$ cat src/rtl/stdp_seq_pkg.sv
// rtl/stdp_seq_pkg.sv - shared types and defaults for the STDP stimulus sequencer
// Contents:
//   PH_*          phase codes driven on the sequencer's phase output
//   state_e       sequencer state enum, encoded with the phase codes
//   DEF_*_CYC     default lengths of each timed state, in clk cycles
//   DEF_CNT_W     default spike counter width
package stdp_seq_pkg;

  localparam logic [2:0] PH_IDLE = 3'd0;
  localparam logic [2:0] PH_INIT = 3'd1;
  localparam logic [2:0] PH_PRE  = 3'd2;
  localparam logic [2:0] PH_GAP1 = 3'd3;
  localparam logic [2:0] PH_POST = 3'd4;
  localparam logic [2:0] PH_GAP2 = 3'd5;
  localparam logic [2:0] PH_REST = 3'd6;
  localparam logic [2:0] PH_TEST = 3'd7;

  typedef enum logic [2:0] {
    ST_IDLE = PH_IDLE,
    ST_INIT = PH_INIT,
    ST_PRE  = PH_PRE,
    ST_GAP1 = PH_GAP1,
    ST_POST = PH_POST,
    ST_GAP2 = PH_GAP2,
    ST_REST = PH_REST,
    ST_TEST = PH_TEST
  } state_e;

  localparam int DEF_INIT_CYC = 25;
  localparam int DEF_PRE_CYC  = 5;
  localparam int DEF_GAP_CYC  = 3;
  localparam int DEF_POST_CYC = 5;
  localparam int DEF_REST_CYC = 10;
  localparam int DEF_TEST_CYC = 100;
  localparam int DEF_CNT_W    = 16;

endpackage

$ cat src/rtl/spike_edge_counter.sv
// rtl/spike_edge_counter.sv - rising-edge spike counter with enable, clear and saturation
// Ports:
//   clk, rst_n   clock, asynchronous active-low reset
//   en           count rising edges only while high
//   clr          synchronous clear, wins over counting
//   spike        spike flag (same clock domain)
//   count        registered count
//   count_nxt    value count takes at the next edge
module spike_edge_counter
  import stdp_seq_pkg::*;
#(
  parameter int CNT_W = DEF_CNT_W
) (
  input  logic             clk,
  input  logic             rst_n,
  input  logic             en,
  input  logic             clr,
  input  logic             spike,
  output logic [CNT_W-1:0] count,
  output logic [CNT_W-1:0] count_nxt
);

  logic             prev_q, prev_d;
  logic [CNT_W-1:0] count_q, count_d;
  logic             rise;

  always_comb begin
    // history follows the input every cycle, enabled or not
    prev_d  = spike;
    rise    = spike & ~prev_q;
    count_d = count_q;
    if (clr) begin
      count_d = '0;
    end else if (en && rise && (count_q != {CNT_W{1'b1}})) begin
      count_d = count_q + CNT_W'(1);
    end
  end

  always_ff @(posedge clk or negedge rst_n) begin
    if (!rst_n) begin
      prev_q  <= 1'b0;
      count_q <= '0;
    end else begin
      prev_q  <= prev_d;
      count_q <= count_d;
    end
  end

  assign count     = count_q;
  assign count_nxt = count_d;

endmodule

$ cat src/rtl/stdp_stim_sequencer.sv
// rtl/stdp_stim_sequencer.sv - STDP training stimulus sequencer for the two-neuron HH core
// Runs rest, n_pairs x (pre, gap, post, gap, rest), then a pre-only test window,
// counting neuron spikes and reporting pass when both neurons fired.
// Optional feature macro: STDP_SEQ_ANTI_EN adds the 'anti' input (post-then-pre order).
// Ports:
//   clk, rst_n            clock, asynchronous active-low reset
//   start, abort          run request (IDLE only) / return to IDLE (wins over everything)
//   amp_pre, amp_post     pulse amplitudes, latched on start
//   n_pairs               training pair count, latched on start
//   anti                  (STDP_SEQ_ANTI_EN only) swap pulse order, latched on start
//   spike_pre/post        neuron 1/2 spike flags
//   i_pre, i_post         currents to neuron 1/2
//   busy, done            run in progress / one-cycle completion pulse
//   phase, pair_idx       current state code / 0-based pair in progress
//   cnt_pre, cnt_post     spike counts, pass = both nonzero at completion
module stdp_stim_sequencer
  import stdp_seq_pkg::*;
#(
  parameter int CUR_W    = 8,
  parameter int CNT_W    = DEF_CNT_W,
  parameter int INIT_CYC = DEF_INIT_CYC,
  parameter int PRE_CYC  = DEF_PRE_CYC,
  parameter int GAP_CYC  = DEF_GAP_CYC,
  parameter int POST_CYC = DEF_POST_CYC,
  parameter int REST_CYC = DEF_REST_CYC,
  parameter int TEST_CYC = DEF_TEST_CYC
) (
  input  logic             clk,
  input  logic             rst_n,
  input  logic             start,
  input  logic             abort,
  input  logic [CUR_W-1:0] amp_pre,
  input  logic [CUR_W-1:0] amp_post,
  input  logic [7:0]       n_pairs,
`ifdef STDP_SEQ_ANTI_EN
  input  logic             anti,
`endif
  input  logic             spike_pre,
  input  logic             spike_post,
  output logic [CUR_W-1:0] i_pre,
  output logic [CUR_W-1:0] i_post,
  output logic             busy,
  output logic             done,
  output logic [2:0]       phase,
  output logic [7:0]       pair_idx,
  output logic [CNT_W-1:0] cnt_pre,
  output logic [CNT_W-1:0] cnt_post,
  output logic             pass
);

  if (INIT_CYC < 1 || PRE_CYC < 1 || GAP_CYC < 1 || POST_CYC < 1 ||
      REST_CYC < 1 || TEST_CYC < 1) begin : g_cyc_check
    $error("stdp_stim_sequencer: every *_CYC parameter must be >= 1");
  end

  // the sum bounds every individual length, so the timer can hold any load value
  localparam int TMR_W = $clog2(INIT_CYC + PRE_CYC + GAP_CYC + POST_CYC +
                                REST_CYC + TEST_CYC + 1);

  state_e             state_q, state_d;
  logic [TMR_W-1:0]   tmr_q, tmr_d;
  logic [7:0]         pair_q, pair_d;
  logic [7:0]         np_q, np_d;
  logic [CUR_W-1:0]   amp_pre_q, amp_pre_d;
  logic [CUR_W-1:0]   amp_post_q, amp_post_d;
  logic [CUR_W-1:0]   i_pre_q, i_pre_d;
  logic [CUR_W-1:0]   i_post_q, i_post_d;
  logic               busy_q, busy_d;
  logic               done_q, done_d;
  logic               pass_q, pass_d;
  logic               anti_d;
  logic               start_go;
  logic               en_pre, en_post;
  logic [CNT_W-1:0]   cnt_pre_nxt, cnt_post_nxt;

  function automatic logic [TMR_W-1:0] cyc_load(input state_e s);
    case (s)
      ST_INIT:          cyc_load = TMR_W'(INIT_CYC - 1);
      ST_PRE:           cyc_load = TMR_W'(PRE_CYC - 1);
      ST_GAP1, ST_GAP2: cyc_load = TMR_W'(GAP_CYC - 1);
      ST_POST:          cyc_load = TMR_W'(POST_CYC - 1);
      ST_REST:          cyc_load = TMR_W'(REST_CYC - 1);
      ST_TEST:          cyc_load = TMR_W'(TEST_CYC - 1);
      default:          cyc_load = '0;
    endcase
  endfunction

  // abort in IDLE also suppresses a simultaneous start
  assign start_go = (state_q == ST_IDLE) && start && !abort;

  // an aborting edge freezes the counters
  assign en_pre  = (state_q != ST_IDLE) && !abort;
  assign en_post = (state_q == ST_TEST) && !abort;

`ifdef STDP_SEQ_ANTI_EN
  logic anti_q;
  assign anti_d = start_go ? anti : anti_q;
  always_ff @(posedge clk or negedge rst_n) begin
    if (!rst_n) anti_q <= 1'b0;
    else        anti_q <= anti_d;
  end
`else
  assign anti_d = 1'b0;
`endif

  // next-state, timer and run bookkeeping
  always_comb begin
    state_d    = state_q;
    tmr_d      = tmr_q;
    pair_d     = pair_q;
    np_d       = np_q;
    amp_pre_d  = amp_pre_q;
    amp_post_d = amp_post_q;
    pass_d     = pass_q;
    done_d     = 1'b0;

    if (abort) begin
      if (state_q != ST_IDLE) begin
        state_d = ST_IDLE;
        pass_d  = 1'b0;
      end
    end else if (state_q == ST_IDLE) begin
      if (start) begin
        amp_pre_d  = amp_pre;
        amp_post_d = amp_post;
        np_d       = n_pairs;
        pair_d     = 8'd0;
        pass_d     = 1'b0;
        state_d    = ST_INIT;
      end
    end else if (tmr_q != '0) begin
      tmr_d = tmr_q - TMR_W'(1);
    end else begin
      case (state_q)
        ST_INIT: state_d = (np_q == 8'd0) ? ST_TEST : ST_PRE;
        ST_PRE:  state_d = ST_GAP1;
        ST_GAP1: state_d = ST_POST;
        ST_POST: state_d = ST_GAP2;
        ST_GAP2: state_d = ST_REST;
        ST_REST: begin
          if (({1'b0, pair_q} + 9'd1) < {1'b0, np_q}) begin
            pair_d  = pair_q + 8'd1;
            state_d = ST_PRE;
          end else begin
            state_d = ST_TEST;
          end
        end
        ST_TEST: begin
          // uses the post-edge counts so a spike in the last TEST cycle counts
          state_d = ST_IDLE;
          done_d  = 1'b1;
          pass_d  = (cnt_pre_nxt != '0) && (cnt_post_nxt != '0);
        end
        default: state_d = ST_IDLE;
      endcase
    end

    // every state entry reloads the down-counter
    if (state_d != state_q) begin
      tmr_d = cyc_load(state_d);
    end
  end

  // outputs decoded from the next state so they line up with phase
  always_comb begin
    i_pre_d  = '0;
    i_post_d = '0;
    case (state_d)
      ST_PRE: begin
        if (anti_d) i_post_d = amp_post_d;
        else        i_pre_d  = amp_pre_d;
      end
      ST_POST: begin
        if (anti_d) i_pre_d  = amp_pre_d;
        else        i_post_d = amp_post_d;
      end
      ST_TEST: i_pre_d = amp_pre_d;
      default: ;
    endcase
    busy_d = (state_d != ST_IDLE);
  end

  always_ff @(posedge clk or negedge rst_n) begin
    if (!rst_n) begin
      state_q    <= ST_IDLE;
      tmr_q      <= '0;
      pair_q     <= 8'd0;
      np_q       <= 8'd0;
      amp_pre_q  <= '0;
      amp_post_q <= '0;
      i_pre_q    <= '0;
      i_post_q   <= '0;
      busy_q     <= 1'b0;
      done_q     <= 1'b0;
      pass_q     <= 1'b0;
    end else begin
      state_q    <= state_d;
      tmr_q      <= tmr_d;
      pair_q     <= pair_d;
      np_q       <= np_d;
      amp_pre_q  <= amp_pre_d;
      amp_post_q <= amp_post_d;
      i_pre_q    <= i_pre_d;
      i_post_q   <= i_post_d;
      busy_q     <= busy_d;
      done_q     <= done_d;
      pass_q     <= pass_d;
    end
  end

  spike_edge_counter #(.CNT_W(CNT_W)) u_cnt_pre (
    .clk       (clk),
    .rst_n     (rst_n),
    .en        (en_pre),
    .clr       (start_go),
    .spike     (spike_pre),
    .count     (cnt_pre),
    .count_nxt (cnt_pre_nxt)
  );

  spike_edge_counter #(.CNT_W(CNT_W)) u_cnt_post (
    .clk       (clk),
    .rst_n     (rst_n),
    .en        (en_post),
    .clr       (start_go),
    .spike     (spike_post),
    .count     (cnt_post),
    .count_nxt (cnt_post_nxt)
  );

  assign i_pre    = i_pre_q;
  assign i_post   = i_post_q;
  assign busy     = busy_q;
  assign done     = done_q;
  assign phase    = state_q;
  assign pair_idx = pair_q;
  assign pass     = pass_q;

endmodule

$ cat config.mk
export PLATFORM = sky130hd
export DESIGN_NAME = stdp_stim_sequencer
export DESIGN_NICKNAME = d
export VERILOG_FILES = /design/src/rtl/stdp_seq_pkg.sv /design/src/rtl/spike_edge_counter.sv /design/src/rtl/stdp_stim_sequencer.sv
export SDC_FILE = /design/constraint.sdc
export NUM_CORES = 1
export LEC_CHECK = 0
export BUFFER_PORTS_ARGS = -buffer_cell sky130_fd_sc_hd__buf_2
export CORE_MARGIN = 4
export CORE_UTILIZATION = 54
export DETAILED_ROUTE_END_ITERATION = 10
export PLACE_DENSITY = 0.82
export SKIP_CTS_REPAIR_TIMING = 1
export SLEW_MARGIN = 40
export SYNTH_ARGS = -nofsm -noshare
export SYNTH_HDL_FRONTEND = slang
export SYNTH_SLANG_ARGS = --single-unit
$ cat constraint.sdc
create_clock -name clk -period 7.1 [get_ports clk]
set_input_delay 0.71 -clock clk [delete_from_list [all_inputs] [get_ports clk]]
set_output_delay 0.71 -clock clk [all_outputs]
set_load 0.005 [all_outputs]
==> results of run 1 <==
[layer usage]
metal | up-vias | share of wire (%) | global-route usage (%)
met3 | 27 | 5.4 | 3.46
met1 | 2057 | 43 | 28.5
met4 | 0 | 2.2 | 9.09
met2 | 143 | 50 | 36.5
met5 | - | 0 | 0
li1 | 2065 | - | -
[where the power goes]
group,switching (W),internal (W),total (W)
Sequential,0.0000770,0.000655,0.000732
Clock,0.000192,0.000198,0.000391
Combinational,0.000360,0.000227,0.000587
Total,0.000629,0.00108,0.00171
[per-stage QoR]
step / hold WS, ns / util, % / std cells / cell area (um^2) / worst slack (ns)
floorplan: 0.414 / - / 546 / 5100 / 3.95
global placement: 0.446 / 61.2 / 729 / 5630 / 3.57
detailed placement: 0.451 / 61.2 / 729 / 5630 / 3.41
CTS: 0.254 / 63.6 / 744 / 5850 / 3.37
global route: 0.279 / 63.6 / 744 / 5850 / 3.02
finish: 0.260 / 63.6 / 744 / 5850 / 3.37
[worst register-to-register path, cell delays in order (launching register included)]
cell	delay [ns]
dfrtp_1	0.45
ha_1	0.26
nand3_1	0.13
or2_2	0.36
xnor2_1	0.14
ha_1	0.30
a21o_1	0.18
a21oi_1	0.12
o21ai_0	0.17
or3_1	0.40
a21oi_2	0.49
xor2_1	0.44
and3_1	0.23
[final cells by class]
class	count	area, um^2	area share, %
repair buffers	94	484	8.27
flip-flops and latches	96	2400	41.0
multi-input cells	409	2540	43.4
inverters	19	71.3	1.22
well taps	111	139	2.37
clock inverters	6	92.6	1.58
clock buffers	9	124	2.12
[sequential cells by signal, indices dropped and copies added, names as in the netlist]
| name | cells |
|---|---|
| amp_pre_q | 8 |
| i_post | 8 |
| tmr_q | 8 |
| np_q | 8 |
| done | 1 |
| u_cnt_pre.prev_q | 1 |
| pass | 1 |
| phase | 3 |
| u_cnt_post.count | 16 |
| amp_post_q | 8 |
| i_pre | 8 |
| u_cnt_post.prev_q | 1 |
| pair_idx | 8 |
| u_cnt_pre.count | 16 |
| busy | 1 |
[logic make-up after synthesis]
group           count (synthesis)  synth area share [%]
compound gates                 79                  11.3
xor+xnor                       40                  6.87
fa+ha+maj                      15                  3.68
buf+inv                        41                  3.26
flops                          96                  47.1
mux                             9                  1.89
simple gates                  266                  25.9
[worst max path at each step]
stage | start | to | slack [ns] | cells after the start
6_report | pair_idx[0] | i_pre[2] | 3.37 | 12
5_1_grt | pair_idx[0] | i_pre[1] | 3.02 | 12
4_1_cts | pair_idx[0] | i_pre[1] | 3.37 | 12
3_5_place_dp | pair_idx[0] | i_pre[1] | 3.41 | 12
3_3_place_gp | pair_idx[0] | i_pre[2] | 3.57 | 12
2_1_floorplan | phase[0] | pass | 3.95 | 13
[cells in the mapped netlist (3+ instances only)]
| cell | instances | area (um^2) |
|---|---|---|
| mux2i_1 | 7 | 70.1 |
| nand2_1 | 96 | 360 |
| nor3_1 | 14 | 70.1 |
| a21o_1 | 4 | 30.0 |
| dfrtp_1 | 96 | 2400 |
| a41oi_1 | 3 | 26.3 |
| nor2b_1 | 11 | 68.8 |
| nor2_1 | 43 | 161 |
| ha_1 | 15 | 188 |
| nand3_1 | 25 | 125 |
| or2_2 | 8 | 50.1 |
| and3_1 | 16 | 100 |
| a21oi_1 | 10 | 50.1 |
| clkbuf_1 | 15 | 56.3 |
| o21ai_0 | 23 | 115 |
| nand4_1 | 13 | 81.3 |
| and4_1 | 3 | 26.3 |
| a31oi_1 | 4 | 25.0 |
| o31ai_1 | 4 | 30.0 |
| or4_1 | 4 | 30.0 |
| nand2b_1 | 6 | 37.5 |
| xor2_1 | 18 | 158 |
| o211ai_1 | 4 | 30.0 |
| buf_2 | 4 | 20.0 |
| a211o_1 | 3 | 26.3 |
| nor4_1 | 11 | 68.8 |
| a211oi_1 | 6 | 45.0 |
| inv_1 | 19 | 71.3 |
| xnor2_1 | 22 | 193 |
==> results_dict.tcl, run 1 <==
set metrics [dict create \
    die_y_um 105 \
    rsz0062_at_grt "false" \
    peakVddDrop_uv 188 \
    dieArea_mm2 0.0111 \
    ant_nets 0 \
    layout_common_cells "nand2_1 (96), dfrtp_1 (96), buf_2 (90), nor2_1 (42), nand3_1 (25)" \
    finalHoldViolCount 0 \
    crit_required_ns 7.39 \
    synth_warnings 0 \
    grt_max_degree 71 \
    crit_chain "ha_1 > nand3_1 > or2_2 > xnor2_1 > ha_1 > a21o_1 > a21oi_1 > o21ai_0 > or3_1 > a21oi_2 > xor2_1 > and3_1" \
    finalPower_w 0.00171 \
    clk-insertion-delay-late_ns 0.36 \
    drc_errors 0 \
    cts.root.buffer_cell "clkbuf_8" \
    crit_path_frequent_cell "ha_1" \
    worstPathArrival_ns 4.02 \
    place_congestion 0.907 \
    core-area_mm2 0.00920 \
    drt_iter0_drc 298 \
    clk_pin_slew_ns 0.09 \
    critical_path.top_delay_family "simple AND/OR/NAND/NOR gates" \
    critPathMaxStageDelay_ns 0.49 \
    rows 35 \
    start_kind "flip-flop" \
    syn_nets 591 \
    p_leak_nw 2.87 \
    post-dp-hpwl_um 8780 \
    cts_tree "yes" \
    synth_seq_cells 96 \
    synth_cells 546 \
    syn_area_per_cell_um2 9.34 \
    rrSetupSlack_ns 3.37 \
    layout.nets 674 \
    r2r-start "pair_idx[0]" \
    crit_path_end_kind "flip-flop" \
    h-tree-depth 3 \
    r2r_end "i_pre[2]" \
    fin_skew_ns 0.0113 \
    drive_above_1_share_pct 21.3 \
    hold_class "in2async" \
    synth_edf_count 0 \
    status "finished, final reports clean" \
    final.fill_count 750 \
    crit_path_top_delay_cell "a21oi_2" \
    syn_area_mm2 0.00510 \
    synth_ff_type "dfrtp_1" \
    crit_fanout 12 \
    grt_overflow 0 \
    max_freq_ghz 0.268 \
    setup_viol 0 \
    syn_to_final_growth_pct 14.8 \
    reg2reg_depth 12 \
    p_per_area_mw_per_mm2 292 \
    drtPass1Iterations 5 \
    clockBufferDepth 2 \
    period_minus_slack_ns 3.73 \
    ys_seq_area_share_pct 47.1 \
    tightestPinTransition_ns 0.682 \
    fin_setup_tns_ns 0 \
    ios 92 \
    numPortBuffers 91 \
    num_vias 4292 \
    drt-wirelength-per-cell_um 16.0 \
    maxCapViolations 0 \
    die_w_um 105 \
    routed_wl_um 11900 \
    synthArstFlopShare_pct 100 \
    cts_buffers 9 \
    cts.sinks 96 \
    fin_crit_sh_pct 52.5 \
    worstSetupPathType "reg2reg" \
    drv_slew 0 \
    grt_pass1_wl_um 20000 \
    path_buf_inv 0 \
    insertedDiodeCount 0 \
    grt_util_all_layers_pct 21.9 \
    relSlewSlack_pct 54.1 \
    grt_pass1_vias 4297 \
    start_util_pct 55.5 \
    viasPerCell 5.77 \
    ys_types 62 \
    antenna_found_initial 0 \
]
(Power assumes the default switching activity.)
==> inputs of run 2 (changes only) <==
- CORE_UTILIZATION: 54 -> 51
- PLACE_DENSITY: 0.82 -> 0.81
- clock period: 7.1 -> 3.26 ns (I/O delays scaled with it)
==> run 2 against run 1 <==
Net effect: the run now ends with negative hold slack left; die area is 5.4% higher; via count is 4.4% higher; count of clock-buffer cells in the layout did not move; flip-flop and latch count unchanged; non-clock buffer count rose by 24; global-route usage increased by 0.38 points; setup slack worse by 3.2 ns; first-iteration DRC count fell by 12%; clock skew increased by 0.00064 ns; routed wire length up 6.1%; largest power group unchanged; fmax rose by 19%.
==> results_dict.tcl, run 2 (synthesized netlist as in run 1, its figures left out) <==
set metrics [dict create \
    status "finished, violations left" \
    violations "negative hold slack" \
    start_util_pct 52.2 \
    hold_class "in2async" \
    viasPerCell 5.67 \
    worstSetupPathType "reg2reg" \
    fin_skew_ns 0.0119 \
    syn_to_final_growth_pct 18.9 \
    tightestPinTransition_ns 0.657 \
    routed_wl_um 12600 \
    clk_pin_slew_ns 0.10 \
    grt_pass1_vias 4287 \
    core-area_mm2 0.00977 \
    peakVddDrop_uv 285 \
    place_area_mm2 0.00582 \
    finalInstanceArea_mm2 0.00606 \
    critical_path.top_delay_family "simple AND/OR/NAND/NOR gates" \
    multi_input_area_mm2 0.00258 \
    drive_above_1_share_pct 24.8 \
    maxCapViolations 0 \
    final.fill_count 826 \
    r2r-start "pair_idx[0]" \
    die_w_um 108 \
    p_per_area_mw_per_mm2 626 \
    cts.sinks 96 \
    ios 92 \
    drv_slew 0 \
    cts.root.buffer_cell "clkbuf_8" \
    drtPass1Iterations 5 \
    cts_tree "yes" \
    drt_iter0_drc 263 \
    numPortBuffers 91 \
    setup_viol 0 \
    antenna_found_initial 0 \
    critPathMaxStageDelay_ns 0.37 \
    crit_path_top_delay_cell "dfrtp_1" \
    fin_cells 791 \
    dieArea_mm2 0.0117 \
    h-tree-depth 3 \
    worstPathArrival_ns 3.40 \
    crit_path_end_kind "flip-flop" \
    crit_path_start "pair_idx[0]" \
    num_vias 4482 \
    grt_util_all_layers_pct 22.3 \
    start_kind "flip-flop" \
    grt_pass1_wl_um 20600 \
    register_area_mm2 0.00240 \
    crit_fanout 7 \
    relSlewSlack_pct 56.2 \
    crit_required_ns 3.53 \
    layout_common_cells "nand2_1 (96), dfrtp_1 (96), buf_2 (90), nor2_1 (42), buf_4 (27)" \
    place_congestion 0.943 \
    crit_chain "ha_1 > nand3_1 > or2_4 > xnor2_1 > ha_1 > a21o_1 > a21oi_1 > o21ai_1 > or3_4 > a21oi_4 > buf_4 > buf_4 > nor2_1 > mux2_4" \
    rows 36 \
    ant_nets 0 \
    period_minus_slack_ns 3.13 \
    finalHoldViolCount 29 \
    grt_overflow 0 \
    insertedDiodeCount 0 \
    p_leak_nw 3.00 \
    grt_max_degree 87 \
    max_freq_ghz 0.319 \
    drc_errors 0 \
    drt-wirelength-per-cell_um 16.0 \
    cts_buffers 9 \
    die_y_um 108 \
    path_buf_inv 2 \
    clk-insertion-delay-late_ns 0.38 \
    clockBufferDepth 2 \
    whs_ns -0.0145 \
    post-dp-hpwl_um 9260 \
    dpl.cell_count 772 \
    layout.nets 698 \
    fin_crit_sh_pct 96.1 \
]
## run 2: cell type report
type | count | share of cell area [%]
multi-input cells | 409 | 42.5
flip-flops and latches | 96 | 39.6
repair buffers | 118 | 11.0
well taps | 133 | 2.74
clock buffers | 9 | 2.04
inverters | 19 | 1.18
clock inverters | 7 | 0.928
## run 2: worst register-to-register path, cell delays in order, from the launching register on
cell and delay [ns]:
dfrtp_1 0.37, ha_1 0.18, nand3_1 0.12, or2_4 0.29, xnor2_1 0.13, ha_1 0.31, a21o_1 0.18, a21oi_1 0.13
o21ai_1 0.12, or3_4 0.37, a21oi_4 0.28, buf_4 0.17, buf_4 0.10, nor2_1 0.03, mux2_4 0.26
## run 2: power breakdown
group,switching [W],total [W],internal (W)
registers,0.000132,0.00156,0.00143
logic,0.000884,0.00150,0.000614
clock network,0.000455,0.000740,0.000285
total,0.00147,0.00380,0.00233
## run 2: routing by layer
| layer | vias to the layer above | global-route usage [%] | share of wire, % |
|---|---|---|---|
| met5 | - | 0 | 0 |
| met3 | 29 | 4.42 | 5.3 |
| met2 | 136 | 35.5 | 49 |
| met4 | 0 | 9.02 | 2.3 |
| li1 | 2119 | - | - |
| met1 | 2198 | 30.1 | 43 |
## run 2: final timing paths
path / to / slack, ns / depth (start not counted)
setup / recovery: tmr_q[1] / 0.13 / 14
hold / removal: u_cnt_post.count[3] / -0.01 / 1
setup reg to reg: tmr_q[1] / 0.13 / 14
hold reg to reg: amp_post_q[1] / 0.48 / 2
max in group asynchronous: u_cnt_post.count[15] / 2.68 / 2
min in group clk: u_cnt_pre.prev_q / 0.06 / 1
## run 2: metrics by stage
stage / hold WS [ns] / power [W] / setup TNS, ns / setup WS, ns / utilization [%]
3_3_place_gp: 0.446 / 0.00292 / -0.00812 / -0.00203 / 59.5
5_1_grt: 0.0336 / 0.00406 / -0.0330 / -0.0330 / 62.0
3_5_place_dp: 0.436 / 0.00300 / -0.873 / -0.122 / 59.5
6_report: -0.0145 / 0.00380 / 0 / 0.126 / 62.0
2_1_floorplan: 0.0304 / 0.00254 / 0 / 0.108 / -
4_1_cts: 0.0242 / 0.00374 / -1.38 / -0.154 / 61.4
